**config.mk**
```make
export PLATFORM = sky130hd
export DESIGN_NAME = serial_subtractor
export DESIGN_NICKNAME = d
export VERILOG_FILES = /design/src/rtl/serial_sub_pkg.sv /design/src/rtl/fs_cell.sv /design/src/rtl/serial_subtractor.sv
export SDC_FILE = /design/constraint.sdc
export NUM_CORES = 1
export LEC_CHECK = 0
export BUFFER_PORTS_ARGS = -buffer_cell sky130_fd_sc_hd__buf_2
export CORE_UTILIZATION = 55
export CTS_BUF_LIST = sky130_fd_sc_hd__clkbuf_8
export CTS_CLUSTER_DIAMETER = 30
export DETAILED_ROUTE_END_ITERATION = 10
export GPL_TIMING_DRIVEN = 0
export PLACE_DENSITY = 0.81
export SYNTH_ARGS = -nofsm -noshare
export SYNTH_HDL_FRONTEND = slang
export SYNTH_SLANG_ARGS = --single-unit
export TNS_END_PERCENT = 30
```
**constraint.sdc**
```tcl
create_clock -name clk -period 2 [get_ports clk]
set_clock_uncertainty 0.1 [all_clocks]
set_input_delay 0.4 -clock clk [delete_from_list [all_inputs] [get_ports clk]]
set_output_delay 0.4 -clock clk [all_outputs]
set_load 0.005 [all_outputs]
```
**src/rtl/serial_sub_pkg.sv**
```systemverilog
`default_nettype none
// ============================================================================
// Module      : serial_sub_pkg
// Description : Shared FSM state encoding for the bit-serial subtractor.
// Revision    : 1.0 - initial release
// ============================================================================
package serial_sub_pkg;

    typedef enum logic [1:0] {
        IDLE  = 2'd0,
        SHIFT = 2'd1,
        DONE  = 2'd2
    } state_t;

endpackage
`default_nettype wire

```
**src/rtl/fs_cell.sv**
```systemverilog
`default_nettype none
// ============================================================================
// Module      : fs_cell
// Description : 1-bit full subtractor: d = a - b - bin, bo = borrow out.
// Revision    : 1.0 - initial release
// ============================================================================
module fs_cell (
    input  logic a,
    input  logic b,
    input  logic bin,
    output logic d,
    output logic bo
);

    // Borrow when a=0,b=1, or when a==b and a borrow is already pending.
    always_comb begin
        d  = a ^ b ^ bin;
        bo = (~a & b) | (~(a ^ b) & bin);
    end

endmodule
`default_nettype wire

```
**src/rtl/serial_subtractor.sv**
```systemverilog
`default_nettype none
// ============================================================================
// Module      : serial_subtractor
// Description : Bit-serial subtractor, LSB first, one bit per clock.
//               {bout, diff} = a - b - bin, result after WIDTH shift cycles.
// Revision    : 1.0 - initial release
// ============================================================================
module serial_subtractor #(
    parameter int WIDTH = 8
) (
    input  logic             clk,
    input  logic             rst_n,
    input  logic             start,
    input  logic [WIDTH-1:0] a,
    input  logic [WIDTH-1:0] b,
    input  logic             bin,
    output logic             busy,
    output logic             done,
    output logic [WIDTH-1:0] diff,
    output logic             bout
);

    import serial_sub_pkg::*;

    localparam int               CNT_W  = $clog2(WIDTH + 1);
    localparam logic [CNT_W-1:0] C_LAST = CNT_W'(WIDTH - 1);
    localparam logic [CNT_W-1:0] C_ONE  = CNT_W'(1);

    state_t             r_state;
    state_t             w_next;
    logic               w_load;
    logic               w_shift;

    logic [WIDTH-1:0]   r_a;
    logic [WIDTH-1:0]   r_b;
    logic [WIDTH-1:0]   r_diff;
    logic               r_br;
    logic [CNT_W-1:0]   r_cnt;

    logic               w_d;
    logic               w_bo;

    // The only arithmetic in the datapath: one bit of the subtraction per cycle.
    fs_cell u_fs_cell (
        .a   (r_a[0]),
        .b   (r_b[0]),
        .bin (r_br),
        .d   (w_d),
        .bo  (w_bo)
    );

    // State register.
    always_ff @(posedge clk or negedge rst_n) begin
        if (!rst_n) begin
            r_state <= IDLE;
        end else begin
            r_state <= w_next;
        end
    end

    // Next-state and control decode; DONE may accept a new operation directly.
    always_comb begin
        w_next  = r_state;
        w_load  = 1'b0;
        w_shift = 1'b0;
        busy    = 1'b0;
        done    = 1'b0;
        case (r_state)
            IDLE: begin
                if (start) begin
                    w_load = 1'b1;
                    w_next = SHIFT;
                end
            end
            SHIFT: begin
                busy    = 1'b1;
                w_shift = 1'b1;
                if (r_cnt == C_LAST) begin
                    w_next = DONE;
                end
            end
            DONE: begin
                done = 1'b1;
                if (start) begin
                    w_load = 1'b1;
                    w_next = SHIFT;
                end else begin
                    w_next = IDLE;
                end
            end
            default: begin
                w_next = IDLE;
            end
        endcase
    end

    // Operand/result shift registers; the borrow register doubles as bout,
    // so after the last shift it already holds the final borrow.
    always_ff @(posedge clk or negedge rst_n) begin
        if (!rst_n) begin
            r_a    <= '0;
            r_b    <= '0;
            r_diff <= '0;
            r_br   <= 1'b0;
            r_cnt  <= '0;
        end else if (w_load) begin
            r_a    <= a;
            r_b    <= b;
            r_br   <= bin;
            r_cnt  <= '0;
        end else if (w_shift) begin
            r_diff <= {w_d, r_diff[WIDTH-1:1]};
            r_a    <= r_a >> 1;
            r_b    <= r_b >> 1;
            r_br   <= w_bo;
            r_cnt  <= r_cnt + C_ONE;
        end
    end

    assign diff = r_diff;
    assign bout = r_br;

endmodule
`default_nettype wire

```
==> flow_metrics.tcl <==
set metrics [dict create \
    status "finished clean" \
    max_stage_delay_ns 0.37 \
    critPathRequiredTime_ns 1.50 \
    areaGrowthSynthToFinish_pct 20.9 \
    synth.cell_area_mm2 0.00136 \
    cts.htree.levels 2 \
    slowest_stage "dfrtp_1" \
    crit_start "r_state[1]$_DFFE_PN0P_" \
    crit_fanout 10 \
    holdWs_ns 0.0586 \
    mostFrequentLayoutCells "nand2_1 (49), buf_2 (35), dfrtp_1 (31)" \
    drt-vias-per-instance 5.36 \
    clkSlewWorstSetupHoldPaths_ns 0.06 \
    hpwl_um 1960 \
    layout_commonest_cell "nand2_1" \
    cts_tree "yes" \
    timing.max_cap.violations 0 \
    antenna_left 0 \
    antenna_found_initial 0 \
    power_density_mw_per_mm2 1650 \
    slew_violations 0 \
    avgSynthCellArea_um2 9.42 \
    slew_headroom 0.545 \
    end_kind "output port" \
    grt_pass1_vias 1083 \
    vdd_drop_max_v 0.00114 \
    finalSetupViolCount 0 \
    dieArea_mm2 0.00267 \
    drcViolationCount 0 \
    placed_cell_area_mm2 0.00154 \
    synth_nets 166 \
    die_w_um 51.7 \
    dr.pass1.iters 4 \
    startpoint_type "flop" \
    max-clock-path-buffers 2 \
    grt_overflow 0 \
    instances_no_fill 211 \
    finalSetupTns_ns 0 \
    wirelength_um 2790 \
    via_count 1132 \
    synth_seq_cells 31 \
    r2r_start "r_state[0]$_DFFE_PN0P_" \
    routedWlPerCell_um 13.2 \
    num-nets-final 206 \
    drt_iter0_drc 36 \
    grt_start_max_net_pins 32 \
    antennaDiodeCount 0 \
    hold_viol_final 0 \
    r2r_slack_ns 0.48 \
    rsz0062_at_grt "no" \
    synth_edf_count 0 \
    dp_slack_ns 0.363 \
    io_buffers 30 \
    initial_core_util 0.596 \
    async_flop_share 1.00 \
    worstSetupPathType "reg -> out" \
    fmax_mhz 527 \
    critical_path_arrival_ns 1.40 \
    yosysUniqueCellTypes 27 \
    cts-root-buf "clkbuf_8" \
    numCtsBuffers 5 \
    syn_inst 144 \
    fin_area_mm2 0.00164 \
    dp_cells 202 \
    leakage_nw 0.846 \
    fin_crit_sh 0.950 \
    ys.warnings.count 0 \
    drive_gt1_frac 0.268 \
    track_usage 0.253 \
    grt_pass1_wl_um 4750 \
    worstPathCellList "nand2b_1, buf_4, inv_2, buf_8, buf_6, buf_2" \
    synth_seq_area_share 0.572 \
    die_h_um 51.7 \
    clk_latency_ns 0.28 \
    hold_path_class "in -> async" \
    cts_num_sinks 31 \
    n_fill_cell 192 \
    ios 31 \
    worst_slew_pin_slew_ns 0.682 \
    ys.flop_type "dfrtp_1" \
    finalWorstPathRequiredPeriod_ns 1.90 \
    layout_setup_ws_ns 0.101 \
    reg2reg_to "r_b[0]$_DFFE_PN0P_" \
    row_count 17 \
    crit_end "busy" \
    gp_congestion 0.785 \
    reg2reg_depth 6 \
    coreArea_mm2 0.00228 \
]
-- sequential cells by signal (all words and copies together), names as in the netlist --
signal and count:
diff 8, r_a 8, r_b 8, r_cnt 4, r_state 2, bout 1
-- power by group --
part	switching, mW	internal [mW]
Combinational	0.630	0.546
Clock	0.204	0.226
Sequential	0.178	0.926
-- worst max-delay path, delay by kind of cell, from the launching register on --
| kind | cells | cell delay [ns] |
|---|---|---|
| simple gates | 1 | 0.14 |
| flops | 1 | 0.37 |
| buf+inv | 5 | 0.62 |
-- synth_stat cells, drive strengths merged, types with 2 or more instances --
| cell | n | area share |
|---|---|---|
| a22o | 2 | 0.013 |
| o22ai | 3 | 0.014 |
| nor2b | 2 | 0.0092 |
| nand2b | 2 | 0.0092 |
| nand2 | 49 | 0.14 |
| a31oi | 9 | 0.042 |
| inv | 3 | 0.0083 |
| nor2 | 15 | 0.042 |
| mux2i | 2 | 0.015 |
| dfrtp | 31 | 0.57 |
| buf | 9 | 0.046 |
| nor3 | 5 | 0.018 |
-- metrics by stage --
stage           util  power (mW)
5_1_grt        0.721        2.94
4_1_cts        0.709        2.67
2_1_floorplan      -        1.89
6_report       0.721        2.71
3_3_place_gp   0.677        2.16
3_5_place_dp   0.677        2.23
-- kinds of logic (layout without fill, tap and decap cells) --
group / after synthesis / in the layout / share of synthesized area
fa+ha+maj: 2 / 2 / 0.0240
flops: 31 / 31 / 0.572
compound gates: 19 / 19 / 0.0950
buf+inv: 13 / 52 / 0.0572
mux: 3 / 3 / 0.0231
simple gates: 75 / 75 / 0.222
xor+xnor: 1 / 1 / 0.00646
-- layout make-up --
class / instances / area, um^2 / share of cell area
timing repair buffer: 33 / 173 / 0.105
tap: 28 / 35.0 / 0.0214
clock inverter: 1 / 3.75 / 0.00229
sequential: 31 / 776 / 0.473
multi-input combinational: 100 / 503 / 0.307
buffer: 10 / 70.1 / 0.0427
inverter: 3 / 11.3 / 0.00687
clock buffer: 5 / 68.8 / 0.0420
-- routing by layer --
layer	part of all wire	GRT usage	vias to the layer above
met5	0	0	-
met4	0.010	0.108	0
met3	0.049	0.0702	4
met2	0.51	0.420	31
met1	0.43	0.308	547
li1	-	-	550
-- repair_timing --
item / CTS / global route
setup endpoints to repair: 0 / 1
setup buffers: 0 / 3
hold buffers: 0 / 0
gates resized for setup: 0 / 1
-- how the worst min path moves through the flow --
stage | startpoint | endpoint | depth (start not counted)
2_1_floorplan | rst_n | bout$_DFFE_PN0P_ | 0
3_3_place_gp | rst_n | diff[6]$_DFFE_PN0P_ | 1
3_5_place_dp | r_cnt[3]$_DFFE_PN0P_ | r_state[1]$_DFFE_PN0P_ | 1
4_1_cts | rst_n | r_state[1]$_DFFE_PN0P_ | 1
5_1_grt | rst_n | diff[5]$_DFFE_PN0P_ | 1
6_report | rst_n | r_a[6]$_DFFE_PN0P_ | 1
(Power assumes the default switching activity.)
